===== config.mk =====
export PLATFORM = sky130hd
export DESIGN_NAME = sq_ring
export DESIGN_NICKNAME = d
export VERILOG_FILES = /design/src/rtl/sq_ring.sv
export SDC_FILE = /design/constraint.sdc
export NUM_CORES = 1
export LEC_CHECK = 0
export CORE_ASPECT_RATIO = 0.75
export CORE_MARGIN = 5
export CORE_UTILIZATION = 45
export CTS_CLUSTER_DIAMETER = 30
export DETAILED_ROUTE_END_ITERATION = 6
export PLACE_DENSITY = 0.66
export SYNTH_ARGS = -nofsm -noshare
export SYNTH_HDL_FRONTEND = slang
export SYNTH_SLANG_ARGS = --single-unit

===== constraint.sdc =====
create_clock -name clock -period 3 [get_ports clock]
set_input_delay 0.3 -clock clock [delete_from_list [all_inputs] [get_ports clock]]
set_output_delay 0.3 -clock clock [all_outputs]
set_load 0.1 [all_outputs]

===== src/rtl/sq_ring.sv =====
// sq_ring: in-order store-queue ring buffer with per-entry load-address match mask.
// Entries are allocated at the tail, filled by execute, and retired from the head.
module sq_ring #(
    parameter int N  = 8,
    parameter int AW = 32,
    parameter int DW = 32
) (
    input  logic                 clock,
    input  logic                 reset_n,
    input  logic                 flush,
    input  logic                 disp_valid,
    output logic                 disp_ready,
    output logic [$clog2(N)-1:0] disp_idx,
    input  logic                 ex_valid,
    input  logic [$clog2(N)-1:0] ex_idx,
    input  logic [AW-1:0]        ex_addr,
    input  logic [DW-1:0]        ex_data,
    input  logic                 rt_valid,
    output logic                 rt_ready,
    output logic [AW-1:0]        rt_addr,
    output logic [DW-1:0]        rt_data,
    input  logic [AW-1:0]        ld_addr,
    output logic [N-1:0]         valid_mask,
    output logic [N-1:0]         match_mask,
    output logic [$clog2(N)-1:0] head,
    output logic [$clog2(N):0]   count
);
    localparam int IW = $clog2(N);
    localparam int CW = IW + 1;

    logic [N-1:0]  valid_q, valid_d, filled_q, filled_d;
    logic [AW-1:0] addr_q [N];
    logic [AW-1:0] addr_d [N];
    logic [DW-1:0] data_q [N];
    logic [DW-1:0] data_d [N];
    logic [IW-1:0] head_q, head_d, tail_q, tail_d;
    logic [CW-1:0] count_q, count_d;
    logic          disp_go, ex_go, rt_go;

    assign disp_ready = count_q != CW'(N);
    assign disp_idx   = tail_q;
    assign rt_ready   = valid_q[head_q] && filled_q[head_q];
    assign rt_addr    = addr_q[head_q];
    assign rt_data    = data_q[head_q];
    assign valid_mask = valid_q;
    assign head       = head_q;
    assign count      = count_q;
    assign disp_go    = disp_valid && disp_ready;
    assign ex_go      = ex_valid && valid_q[ex_idx];
    assign rt_go      = rt_valid && rt_ready;

    always_comb begin
        match_mask = '0;
        for (int i = 0; i < N; i++)
            match_mask[i] = valid_q[i] && filled_q[i] && (addr_q[i] == ld_addr);
    end

    // Execute is applied before retire so a fill racing a retire of the same entry is discarded.
    always_comb begin
        valid_d  = valid_q;
        filled_d = filled_q;
        addr_d   = addr_q;
        data_d   = data_q;
        head_d   = head_q;
        tail_d   = tail_q;
        count_d  = count_q;
        if (flush) begin
            valid_d  = '0;
            filled_d = '0;
            head_d   = '0;
            tail_d   = '0;
            count_d  = '0;
        end else begin
            if (ex_go) begin
                addr_d[ex_idx]   = ex_addr;
                data_d[ex_idx]   = ex_data;
                filled_d[ex_idx] = 1'b1;
            end
            if (disp_go) begin
                valid_d[tail_q]  = 1'b1;
                filled_d[tail_q] = 1'b0;
                tail_d           = tail_q + 1'b1;
            end
            if (rt_go) begin
                valid_d[head_q]  = 1'b0;
                filled_d[head_q] = 1'b0;
                head_d           = head_q + 1'b1;
            end
            count_d = count_q + CW'(disp_go) - CW'(rt_go);
        end
    end

    always_ff @(posedge clock or negedge reset_n) begin
        if (!reset_n) begin
            valid_q  <= '0;
            filled_q <= '0;
            addr_q   <= '{default: '0};
            data_q   <= '{default: '0};
            head_q   <= '0;
            tail_q   <= '0;
            count_q  <= '0;
        end else begin
            valid_q  <= valid_d;
            filled_q <= filled_d;
            addr_q   <= addr_d;
            data_q   <= data_d;
            head_q   <= head_d;
            tail_q   <= tail_d;
            count_q  <= count_d;
        end
    end
endmodule


== Word-level counts from Yosys, hierarchy flattened ==
Cells that the tools add are included.
Widths: inputs -> output; s select.
Storage, ports and cells
  bits in registers: 538
  bits of input ports: 105
  output and inout bits: 92
Cells by class
  add/sub/neg operators: 4
  $lt $le $gt $ge: 9
  eq/ne operators: 9
  multiplexer cells: 37
  bitwise logic cells: 10
  reductions and logical operators: 27
Operators with widths (number)
  $bwmux 256: 2
  $eq 32x32->1: 8
  $bmux 32 s3: 2
  $mux 32: 5
  $demux 32 s3: 1
  $mux 8: 10
  $and 8x8->8: 3
  $logic_and 1x1->1: 24
  $not 8->8: 2
  $or 8x8->8: 2
  $lt 3x4->1 const B: 3
  $mux 3: 4
  $bmux 1 s3: 3
  $demux 1 s3: 3
  $ge 3x1->1 const B: 3
  $ge 4x4->1 const B: 2
  $not 3->4: 2
  $add 3x1->3 const B: 2
  $mux 1: 6
  $add 4x1->4: 1
  $lt 4x1->1 const B: 1
  $mux 4: 1
  $ne 4x4->1 const B: 1
  $reduce_bool 2->1: 2
  other kinds (3): 3

== Longest topological paths before layout ==
Gate-level depths: netlist (run 1).
  depth after elaboration: 13
  gate-level depth with buffers: 12

== Worst setup path after synthesis (run 1) ==
No wires, ideal clock.
  kind: register to output
  from: register valid_q[1] (netlist: valid_mask[1])
  to: output match_mask[1]
  arrival time: 4110 ps
  required time: 2700 ps
  setup slack: -1410 ps
  stages on the path, launching flop included: 3
  path buffers: 0
  path through: dfrtp_1 -> o2111ai_1 -> nor4_1
Between the ends
  cells in the longest elaborated chain, start to end: 2
RTL lines
  start, declared: line 31  | logic [N-1:0] valid_q, valid_d, filled_q, filled_d;
  start signal, assigned: line 103  | valid_q <= valid_d;
  $logic_and 1x1->1 (2 in series): line 55  | match_mask[i] = valid_q[i] && filled_q[i] && (addr_q[i] == ld_addr);
  end, declared: line 24  | output logic [N-1:0] match_mask,
Every way passes these cells.

== Final worst setup path (run 1) ==
  from: register head_q[0] (netlist: head[0])
  to: output rt_addr[30]
Between the ends
  cells in the longest elaborated chain, start to end: 4
RTL lines
  start, declared: line 36  | logic [IW-1:0] head_q, head_d, tail_q, tail_d;
  start signal, assigned: line 99  | head_q <= '0;
  start signal, assigned: line 107  | head_q <= head_d;
  $not 3->4 (implied by the code): line 43  | assign rt_addr = addr_q[head_q];
  $bmux 32 s3: line 43
  $mux 32 (implied by the code) (2 in series): line 43
  end, declared: line 20  | output logic [AW-1:0] rt_addr,
Every way passes these cells. The select of a mux whose other input is x is not followed.

==> impl_metrics.tcl, run 1 <==
set metrics [dict create \
    grt_pass1_wl_microns 125000 \
    clk_pin_slew_worst_paths_ns 0.05 \
    via_per_inst 5.80 \
    met3_length_microns 7670 \
    fin_cells 3068 \
    die_width_microns 294 \
    report.final.slew_viol_count 0 \
    crit_path_cell_trace "buf_16 -> mux4_2 -> mux2_2 -> buf_12" \
    cpPeakStageDelay_ns 0.57 \
    cts.sinks 538 \
    cts_tree "done" \
    clk-insertion-delay-late_ns 0.65 \
    wl_per_cell_microns 27.3 \
    grt_max_degree 88 \
    final_common_cell "dfrtp_1" \
    first_pass_iters 5 \
    start_kind "flop" \
    synth_area_sq_um 27300 \
    dpl_worst_slack_ns -0.221 \
    numCtsBuffers 109 \
    synth_top_flop_cell "dfrtp_1" \
    arrival_ns 2.61 \
    wl_met2_microns 36200 \
    layout_setup_ws_ns 0.0942 \
    cp_num_cells 4 \
    drc_errors 0 \
    r2r-end "count[2]" \
    cts_htree_levels 3 \
    synth_cells 1873 \
    synth.distinct_cells 48 \
    cp-startpoint "head[0]" \
    postLayoutCellArea_sq_um 35500 \
    worst-r2r-cell-count 10 \
    crit_end "rt_addr[30]" \
    syn_to_final_growth_pct 30.1 \
    crit_required_ns 2.70 \
    synth_edf_count 0 \
    io_pins 197 \
    rr_startpoint "head[0]" \
    syn_avg_cell_area_sq_um 14.6 \
    yosysWarningCount 0 \
    met1_length_microns 38300 \
    fin_crit_ns 2.91 \
    dp_hpwl_microns 56700 \
    initial_core_util_pct 45.3 \
    status "complete, no violations" \
    place_congestion 0.991 \
    critPathBufInv 2 \
    critical_path.top_delay_family "multiplexers" \
    ys_seq_area_share_pct 49.3 \
    wirelength_microns 83700 \
    synth-async-reset-ratio_pct 100 \
    min_path_type "in2async" \
    place_area_sq_um 31400 \
    finClkSkew_ns 0.0300 \
    die_y_microns 223 \
    fmax_ghz 0.344 \
    route.vias.total 17800 \
    cts_buffer_depth 3 \
    grt_pass1_vias 18700 \
    worstSetupPathType "reg2out" \
    layout_common_cells "dfrtp_1, mux2_2, xor2_1" \
    coreArea_sq_um 60300 \
    root_buffer "clkbuf_16" \
    ant_nets 0 \
    dp_cells 2854 \
    drt_iter0_drc 1438 \
    antenna_found_initial 6 \
    port-buffer-count 196 \
    die_area_sq_um 65800 \
    drive_above_1_share_pct 45.3 \
    fin_crit_sh_pct 96.9 \
    synth-seq-cells 538 \
    slowest_stage "mux4_2" \
    grtUsageTotal_pct 25.4 \
    power_density_nw_per_um2 663 \
    placementRows 78 \
    crit_path_end_kind "output pin" \
    final_nets 2283 \
    maxCapViolCount 0 \
    hold_viol_final 0 \
    cp_max_fo 28 \
    grt_overflow 0 \
    reg2reg_slack_ns 0.12 \
    syn-num-nets 1986 \
    worst_pin_slew_ns 0.880 \
    setup_viol_count_final 0 \
    p_leak_nw 17.2 \
    synth_top_area_share_pct 49.3 \
    dr.max_layer_used "met5" \
    yosys.area.top_type "dfrtp_1" \
    peakVddDrop_mv 0.510 \
    rsz0062_at_grt "true" \
    slew-limit-headroom_pct 41.2 \
    yosys-top-cells-area "dfrtp_1, mux2_2, mux4_2, xor2_1, mux2_1" \
]
cells by family (layout without fill, tap and decap cells):
family	Yosys count	after routing	share of synthesized area (%)
AOI/OAI and AO/OA	54	54	1.62
xor gates and xnor gates	256	256	8.21
adders and majority gates	8	8	0.394
buffers and inverters	141	534	2.53
DFF	538	538	49.3
muxes	710	710	34.5
other	0	2	0
and+or+nand+nor	166	166	3.43
how the worst min path moves through the flow:
stage                     depth (start not counted)    start  slack (ns)          end
after global placement                            1  reset_n        0.34  addr_q[120]
after CTS                                         2  reset_n        0.27   addr_q[24]
after detailed placement                          1  reset_n        0.35  addr_q[124]
after floorplan                                   0  reset_n       0.004    addr_q[0]
after global routing                              2  reset_n        0.30   addr_q[24]
final                                             2  reset_n        0.24   addr_q[92]
cells in the mapped netlist (2+ instances only):
cell type	n
o21ba_2	5
ha_1	7
xor2_1	241
o211ai_2	6
or3_1	3
o211ai_4	2
nor3_1	17
o2111ai_1	2
buf_6	12
buf_4	3
inv_1	15
nor4_1	56
nor2b_1	5
o211ai_1	2
clkbuf_1	58
buf_1	4
nand4_1	15
and4_1	2
mux2_2	457
nor4bb_1	2
nor2_1	18
xnor2_1	15
buf_2	48
o21ai_0	12
nand2b_1	7
a21oi_1	10
mux2_1	120
mux4_2	128
nand2_1	20
a211oi_1	5
dfrtp_1	538
and4b_1	4
mux2i_1	5
o21a_1	3
nand3_1	13
state kept, by name, summed over array words and instances (netlist names):
register and count:
valid_mask 8, data_q 256, addr_q 256, head 3
disp_idx 3, count 4, filled_q 8
layout make-up:
class	count	area, sq um
tap	800	1000
sequential	538	13500
inverter	16	60.1
timing repair buffer	311	3730
clock inverter	73	953
multi-input combinational	1194	13300
fill	4632	24800
antenna	2	5.00
clock buffer	134	2970
where the power goes:
part	switching (mW)	internal (mW)	total [mW]
logic	1.72	1.11	2.83
clock network	4.14	8.53	12.7
registers	0.336	7.73	8.06
total	6.20	17.4	23.6
per-layer routing:
layer / vias up / track usage (%)
li1: 7584 / -
met1: 9479 / 38.7
met2: 623 / 35.5
met3: 114 / 8.04
met4: 4 / 5.59
met5: - / 0
per-stage QoR:
stage	total power [mW]	util, %	setup TNS [ns]	hold WS (ns)
detailed placement	10.9	52.1	-0.252	0.347
global route	24.3	58.9	-0.109	0.300
floorplan	9.69	-	-0.273	0.00441
finish	23.6	58.9	0	0.236
global placement	10.9	52.1	-0.248	0.339
CTS	23.7	58.8	-1.55	0.269
worst register-to-register path, cell delays in order, from the launching register on:
cell and delay [ns]:
dfrtp_4 0.57, buf_2 0.21, and4b_1 0.25, nor4_2 0.35, o22ai_1 0.17, ha_1 0.31
inv_1 0.04, ha_1 0.20, fa_1 0.42, xnor2_1 0.18, nor2_1 0.06
repair_timing:
action,4_1_cts,5_1_grt
hold endpoints to repair,63,0
hold buffers,1,0
pin swaps,0,1
endpoints found under the setup margin,61,54
resized for setup,14,13
setup buffers,0,2
cloned,1,1
(Power assumes the default switching activity.)
==> run 2: changes to the inputs <==
--- a/config.mk
+++ b/config.mk
@@ -10,6 +10,7 @@
 export CORE_UTILIZATION = 45
 export CTS_CLUSTER_DIAMETER = 30
 export DETAILED_ROUTE_END_ITERATION = 6
+export HOLD_SLACK_MARGIN = 0.12
 export PLACE_DENSITY = 0.66
 export SYNTH_ARGS = -nofsm -noshare
 export SYNTH_HDL_FRONTEND = slang
==> results of run 2 <==
Final layout, timing and power as in run 1 (identical DEF).
